$ cat config.mk
export PLATFORM = sky130hd
export DESIGN_NAME = la_upload_reader
export DESIGN_NICKNAME = d
export VERILOG_FILES = /design/src/rtl/la_pkg.sv /design/src/rtl/la_word_serializer.sv /design/src/rtl/la_upload_reader.sv
export SDC_FILE = /design/constraint.sdc
export NUM_CORES = 1
export LEC_CHECK = 0
export CAP_MARGIN = 20
export CORE_ASPECT_RATIO = 0.8
export CORE_MARGIN = 2
export CORE_UTILIZATION = 45
export CTS_BUF_LIST = sky130_fd_sc_hd__clkbuf_2
export DETAILED_ROUTE_END_ITERATION = 8
export PLACE_DENSITY = 0.79
export SYNTH_ARGS = -nofsm -noshare
export SYNTH_HDL_FRONTEND = slang
export SYNTH_HIERARCHICAL = 1
export SYNTH_SLANG_ARGS = --single-unit
export TNS_END_PERCENT = 30
$ cat constraint.sdc
create_clock -name clk -period 5.3 [get_ports clk]
set_input_delay 0.53 -clock clk [delete_from_list [all_inputs] [get_ports clk]]
set_output_delay 0.53 -clock clk [all_outputs]
set_load 0.05 [all_outputs]
$ cat src/rtl/la_pkg.sv
// la_pkg: shared FSM encoding, default geometry and byte-lane order for the upload reader
package la_pkg;
  localparam int DEF_MEM_DQ_WIDTH = 32;
  localparam int DEF_PKT_BYTES = 1024;
  localparam bit LSB_BYTE_FIRST = 1'b1;
  typedef enum logic [2:0] {IDLE, FETCH, LOAD, SEND, DONE} state_t;
endpackage

$ cat src/rtl/la_word_serializer.sv
// la_word_serializer: holds one FIFO word and presents it byte by byte on a valid/ready stream
//   load      : capture word, restart at lane 0 and raise tx_valid
//   stop      : drop tx_valid (word finished or upload finished)
//   advance   : step to the next byte after a handshake
//   tx_data   : current byte, tx_valid: byte present
//   byte_idx  : index of the byte being presented, last_lane: byte_idx is the final lane
module la_word_serializer
  import la_pkg::*;
#(
  parameter int MEM_DQ_WIDTH = DEF_MEM_DQ_WIDTH
) (
  input  logic                            clk,
  input  logic                            rst_n,
  input  logic                            load,
  input  logic [MEM_DQ_WIDTH*8-1:0]       word,
  input  logic                            stop,
  input  logic                            advance,
  output logic                            tx_valid,
  output logic [7:0]                      tx_data,
  output logic [$clog2(MEM_DQ_WIDTH)-1:0] byte_idx,
  output logic                            last_lane
);
  localparam int IW = $clog2(MEM_DQ_WIDTH);
  logic [MEM_DQ_WIDTH*8-1:0] word_r;
  logic [IW-1:0]             lane;
  always_ff @(posedge clk or negedge rst_n) begin
    if (!rst_n) begin
      word_r   <= '0;
      byte_idx <= '0;
      tx_valid <= 1'b0;
    end else if (load) begin
      word_r   <= word;
      byte_idx <= '0;
      tx_valid <= 1'b1;
    end else if (stop) begin
      tx_valid <= 1'b0;
    end else if (advance) begin
      byte_idx <= byte_idx + 1'b1;
    end
  end
  // tx_data follows the registered word/index, so it is stable for as long as the index holds
  assign lane      = LSB_BYTE_FIRST ? byte_idx : IW'(MEM_DQ_WIDTH - 1) - byte_idx;
  assign tx_data   = word_r[{lane, 3'b000} +: 8];
  assign last_lane = byte_idx == IW'(MEM_DQ_WIDTH - 1);
endmodule

$ cat src/rtl/la_upload_reader.sv
// la_upload_reader: drains captured FIFO words into a packetised LSB-first byte stream
//   dout_done/sample_num : capture complete level and byte count to upload
//   fifo_rdata/empty/ren : non-show-ahead FIFO read port
//   tx_data/valid/ready/last : byte stream to the UDP transmitter
//   ethernet_read_done   : high while idle, low while an upload is running
module la_upload_reader
  import la_pkg::*;
#(
  parameter int MEM_DQ_WIDTH = DEF_MEM_DQ_WIDTH,
  parameter int PKT_BYTES    = DEF_PKT_BYTES
) (
  input  logic                      clk,
  input  logic                      rst_n,
  input  logic                      dout_done,
  input  logic [31:0]               sample_num,
  input  logic [MEM_DQ_WIDTH*8-1:0] fifo_rdata,
  input  logic                      fifo_empty,
  output logic                      fifo_ren,
  output logic [7:0]                tx_data,
  output logic                      tx_valid,
  input  logic                      tx_ready,
  output logic                      tx_last,
  output logic                      ethernet_read_done
);
  localparam int IW = $clog2(MEM_DQ_WIDTH);
  localparam int PW = $clog2(PKT_BYTES);
  state_t        state, nxt;
  logic          dout_done_d1;
  logic [31:0]   total, byte_cnt;
  logic [PW-1:0] pkt_cnt;
  logic [IW-1:0] byte_idx;
  logic          start, go, hs, final_byte, last_lane, load, stop, advance;
  assign start      = dout_done && !dout_done_d1;
  assign go         = state == IDLE && start && sample_num != 32'd0;
  assign hs         = tx_valid && tx_ready;
  assign final_byte = byte_cnt == total - 32'd1;
  assign tx_last    = tx_valid && (pkt_cnt == PW'(PKT_BYTES - 1) || final_byte);
  // Read strobe is taken straight from FETCH so the word lands exactly in LOAD
  assign fifo_ren   = state == FETCH && !fifo_empty;
  assign load       = state == LOAD;
  assign stop       = state == SEND && hs && (final_byte || last_lane);
  assign advance    = state == SEND && hs && !stop;
  always_ff @(posedge clk or negedge rst_n) begin
    if (!rst_n) state <= IDLE;
    else        state <= nxt;
  end
  always_comb begin
    nxt = state;
    case (state)
      IDLE:    nxt = go ? FETCH : IDLE;
      FETCH:   nxt = fifo_empty ? FETCH : LOAD;
      LOAD:    nxt = SEND;
      SEND:    nxt = !hs ? SEND : final_byte ? DONE : last_lane ? FETCH : SEND;
      DONE:    nxt = IDLE;
      default: nxt = IDLE;
    endcase
  end
  always_ff @(posedge clk or negedge rst_n) begin
    if (!rst_n) begin
      dout_done_d1       <= 1'b1;
      total              <= '0;
      byte_cnt           <= '0;
      pkt_cnt            <= '0;
      ethernet_read_done <= 1'b1;
    end else begin
      dout_done_d1 <= dout_done;
      if (go) begin
        total              <= sample_num;
        byte_cnt           <= '0;
        pkt_cnt            <= '0;
        ethernet_read_done <= 1'b0;
      end
      if (state == SEND && hs) begin
        byte_cnt <= byte_cnt + 32'd1;
        pkt_cnt  <= tx_last ? '0 : pkt_cnt + 1'b1;
      end
      if (state == DONE) ethernet_read_done <= 1'b1;
    end
  end
  la_word_serializer #(.MEM_DQ_WIDTH(MEM_DQ_WIDTH)) u_ser (
    .clk       (clk),
    .rst_n     (rst_n),
    .load      (load),
    .word      (fifo_rdata),
    .stop      (stop),
    .advance   (advance),
    .tx_valid  (tx_valid),
    .tx_data   (tx_data),
    .byte_idx  (byte_idx),
    .last_lane (last_lane)
  );
endmodule

## Word level (Yosys, flattened, before mapping)

Cells that the tools add are included.

| word-level totals | value |
|---|---|
| output and inout bits | 12 |
| register bits after elaboration | 341 |

| operators by class | value |
|---|---|
| reduce and logical (&&, ||, !) cells | 21 |
| shift-type cells | 1 |
| mux-type cells | 18 |
| eq/ne operators | 8 |
| add/sub/neg operators | 4 |

Operators by type and width:

| kind | number |
|---|---|
| indexed part select 256 x 9 -> 8 bit | 1 |
| two-way mux 32 bit | 2 |
| adder 32 x 1 -> 32 bit, second input constant | 1 |
| == test 32 bit | 1 |
| nonzero test 32 bit | 1 |
| subtractor 32 x 1 -> 32 bit, second input constant | 1 |
| two-way mux 10 bit | 3 |
| two-way mux 5 bit | 3 |
| case mux 3 bit (4 select lines) | 1 |
| adder 10 x 1 -> 10 bit, second input constant | 1 |
| == test 10 bit, second input constant | 1 |
| logical AND 1 bit | 9 |
| nonzero test 2 bit | 4 |
| == test 3 x 2 -> 1 bit, second input constant | 2 |
| two-way mux 3 bit | 2 |
| adder 5 x 1 -> 5 bit, second input constant | 1 |
| == test 5 bit, second input constant | 1 |
| two-way mux 1 bit | 5 |
| two-way mux 2 bit | 2 |
| == test 3 x 1 -> 1 bit, second input constant | 1 |
| == test 3 bit, second input constant | 1 |
| logical NOT 1 bit | 3 |
| logical NOT 3 bit | 1 |
| logical OR 1 bit | 2 |
| 2 further kinds | 2 |

## Logic depth before layout (Yosys ltp)

| logic depth | value |
|---|---|
| word-level depth | 9 |
| depth in mapped cells | 17 |
| mapped depth without buffers | 15 |

## Hierarchy

Netlist, hierarchy kept.

By module, submodules not included:

| module | sequential area each (sq um) | area each (sq um) | cells each | instances |
|---|---|---|---|---|
| la_word_serializer | 6556.3 | 11726.2 | 738 | 1 |
| la_upload_reader | 1979.4 | 4879.7 | 525 | 1 |

## Worst setup path after synthesis

No wires, ideal clock.

| path | value |
|---|---|
| path type | register -> output |
| from | register total[8] |
| to | output port tx_last |
| path slack | 1.001 ns |
| arrival time | 3.769 ns |
| stages on the path, launching flop included | 12 |
| data required time | 4.770 ns |
| cells stage by stage | dfrtp_1 buf_6 or4_4 buf_6 or3_1 buf_2 nor4_4 xnor2_1 or4_4 nor4b_4 a31oi_4 nor2b_1 |

| on the way | value |
|---|---|
| cells in the longest elaborated chain, start to end | 4 |

Ends and longest elaborated chain:

| what | line | RTL |
|---|---|---|
| start: declaration | la_upload_reader.sv:29 | `logic [31:0] total, byte_cnt;` |
| start signal: assignment | la_upload_reader.sv:68 | `total <= sample_num;` |
| subtractor 32 x 1 -> 32 bit | la_upload_reader.sv:36 | `assign final_byte = byte_cnt == total - 32'd1;` |
| == test 32 bit | la_upload_reader.sv:36 |  |
| logical OR 1 bit | la_upload_reader.sv:37 | `assign tx_last = tx_valid && (pkt_cnt == PW'(PKT_BYTES - 1) \|\| final_byte);` |
| logical AND 1 bit | la_upload_reader.sv:37 |  |
| end: declaration | la_upload_reader.sv:22 | `output logic tx_last,` |

Every way passes these cells.

## Final worst setup path

Same ends and word-level chain as after synthesis.

==> flow_summary_export.csv <==
group,metric,value,unit
run_status,status,"finished clean",
grt,grt_max_degree,158,
grt,met2_usage,38.1,%
clock_network,cts_tree,"done",
place,port_buffers,304,
sta,final.min_clock_period,5.07,ns
sta,setup_viol_count_final,0,
floorplan,core_region_area,36100,um2
setup_path,r2r_slack,1.03,ns
clock_network,clk_latency,1.02,ns
final_layout,nets,1900,
final_layout,utilization,58.2,%
yosys,synth-seq-cells,341,
grt,grt_pass1_vias,12485,
yosys,synth_seq_area_share,51.4,%
floorplan,ios,305,
yosys,yosysTopAreaCell,"dfrtp_1",
sta,hold_viol_final,0,
sta,timing.fmax,197,MHz
route,drtAntennaViolNets,0,
route,routed_via_density,5.56,
hold_path,worst_hold_path_type,"input pin to register",
setup_path,ff2ff_path_depth,12,
grt,use_met1,32.0,%
floorplan,dieArea,38500,um2
setup_path,critical_path.startpoint,"total[8]",
sta,min_period_over_period,95.7,%
grt,antenna_found_initial,14,
setup_path,path_class,"register to primary output",
route,wirelength,46.1,mm
pwr,leakagePower,8.82,nW
sta,clock_skew,0.0583,ns
setup_path,timing.rr.end,"u_ser/byte_idx[3]",
place,gp_congestion,0.908,
grt,grt.busiest_layer,"met2",
grt,grt_usage,24.4,%
yosys,synth_area,16600,um2
setup_path,cp_data_required_time,4.77,ns
pwr,finalPower,10.9,mW
sta,setup_tns,0,ns
pwr,ir_drop,0.000254,V
sta,tightest_slew,1.02,ns
yosys,yosysUniqueCellTypes,72,
clock_network,clk_pin_slew,0.11,ns
yosys,async_flop_share,100,%
final_layout,syn2layout_area_growth,26.8,%
yosys,synth.avg_cell_area,13.1,um2
setup_path,cp_max_fo,10,
yosys,synth_top_area_share,51.1,%
floorplan,die_width,219,um
setup_path,setup.worst_path.end_class,"primary output",
floorplan,num_rows,62,
yosys,syn_inst,1263,
setup_path,crit_path_end,"tx_last",
grt,globalRoute.totalOverflow,0,
route,drt_pass1_iterations,5,
floorplan,die_h,176,um
final_layout,stdcell_count,2152,
yosys,syn_nets,1561,
clock_network,cts_buffers,87,
yosys,synth_edf_count,0,
floorplan,start_util,45.9,%
route,post_drt_wl_per_cell,21.4,um
clock_network,cts.path.max_buffers,3,
place,dp_hpwl,33.3,mm
yosys,yosys.cell_count.top_type,"dfrtp_1",
clock_network,cts_root_buf,"clkbuf_2",
setup_path,arrival,4.54,ns
run,cap_violations,0,
final_layout,drive_above_1_share,31.1,%
setup_path,cp-start-kind,"register",
grt,grtUsageMet3,6.65,%
sta,slew_violations,0,
clock_network,htree_num_levels,3,
grt,grt_pass1_wl,71.2,mm
yosys,yosys_warnings,6,
route,dr_total_vias,11958,
yosys,synth_top_cells_by_count,"339 x dfrtp_1, 288 x mux2_2, 55 x nand3_1",
yosys,synth_area_leaders,"dfrtp_1 51%, mux2_2 20%, mux4_2 6.1%",
place,dpl.cell_count,1985,
setup_path,rr_startpoint,"total[8]",
yosys,dominantRegCellSynth,"dfrtp_1",
route,drt-initial-drc-count,865,
route,remaining_drc_errors,0,
final_layout,num-fill-cells,2956,
pwr,power.density,517,nW/um2
clock_network,clkSinkCount,341,
sta,max_slew_margin,31.9,%
==> cells by family (layout without fill, tap and decap cells) <==
group,after synthesis,in the layout,synth area share (%)
xor+xnor,48,48,2.53
simple gates,248,248,8.26
compound gates,152,152,6.43
buf+inv,92,487,2.52
flops,341,341,51.4
other cells,0,14,0
fa+ha+maj,5,5,0.377
mux,377,377,28.5
==> worst max-delay path, cell delays in order (launching register included) <==
cell	delay, ns
dfrtp_1	0.50
or4_4	0.64
or3_4	0.45
nor4_4	0.27
xnor2_1	0.09
or4_4	0.53
nor4b_4	0.42
a31oi_4	0.22
nor2b_1	0.14
buf_2	0.27
==> flip-flops by register name, summed over array words and instances (netlist names) <==
name,flops
pkt_cnt,10
byte_cnt,32
u_ser/byte_idx,5
state,3
dout_done_d1,1
u_ser/tx_valid,1
u_ser/word_r,256
total,32
ethernet_read_done,1
==> cells in the final DEF (no fill, tap or decap), types with 19 or more instances in the layout <==
master	instances
dfrtp_1	337
xnor2_1	19
a21oi_1	20
nor4_1	25
mux4_2	45
xor2_1	29
nor2_1	37
nand2_1	39
mux2i_1	42
clkbuf_2	122
nand3_1	54
clkdlybuf4s50_1	302
mux2_2	288
o21ai_0	40
==> timing repair <==
| action | 4_1_cts | 5_1_grt |
|---|---|---|
| hold buffers | 8 | 0 |
| hold endpoints to repair | 136 | 0 |
| pin swaps | 0 | 2 |
| setup endpoints to repair | 1 | 2 |
| resized for setup | 8 | 4 |
| buffers inserted | 0 | 0 |
==> metal layers <==
metal | vias to the layer above | share of wire (%)
li1 | 5475 | -
met3 | 90 | 6.3
met1 | 6015 | 43
met4 | 6 | 3.0
met2 | 372 | 48
met5 | - | 0.098
==> per-stage QoR <==
stage	instance area (um2)	hold WS, ns	setup slack, ns
2_1_floorplan	16600	0.234	1.00
5_1_grt	21100	-0.0378	-0.0564
3_3_place_gp	20100	0.477	0.638
3_5_place_dp	20100	0.490	0.613
6_report	21100	0.119	0.230
4_1_cts	21000	0.00102	0.105
==> worst min path at each step <==
stage	slack, ns	cells past startpoint	to	from
2_1_floorplan	0.23	0	byte_cnt[0]	rst_n
3_3_place_gp	0.48	1	pkt_cnt[4]	pkt_cnt[4]
3_5_place_dp	0.49	1	u_ser/word_r[32]	u_ser/word_r[32]
4_1_cts	0.001	2	u_ser/word_r[4]	fifo_rdata[4]
5_1_grt	-0.04	2	u_ser/word_r[7]	fifo_rdata[7]
6_report	0.12	2	u_ser/word_r[144]	fifo_rdata[144]
==> where the power goes <==
group          switching, mW  total, mW  internal, mW  leakage, nW
registers              0.787       4.46          3.67         4.13
clock network           1.09       1.90         0.810        0.602
logic                   2.07       4.54          2.46         4.09
==> final cells by class <==
type / count / area, um2 / area share, %
Clock buffer: 122 / 611 / 2.90
Antenna cell: 14 / 35.0 / 0.166
Multi-Input combinational cell: 830 / 7700 / 36.6
Sequential cell: 341 / 8540 / 40.6
Timing Repair Buffer: 329 / 3310 / 15.7
Clock inverter: 23 / 208 / 0.986
Tap cell: 480 / 601 / 2.85
Inverter: 13 / 48.8 / 0.232
No activity file was read; power rests on OpenSTA's default activity.
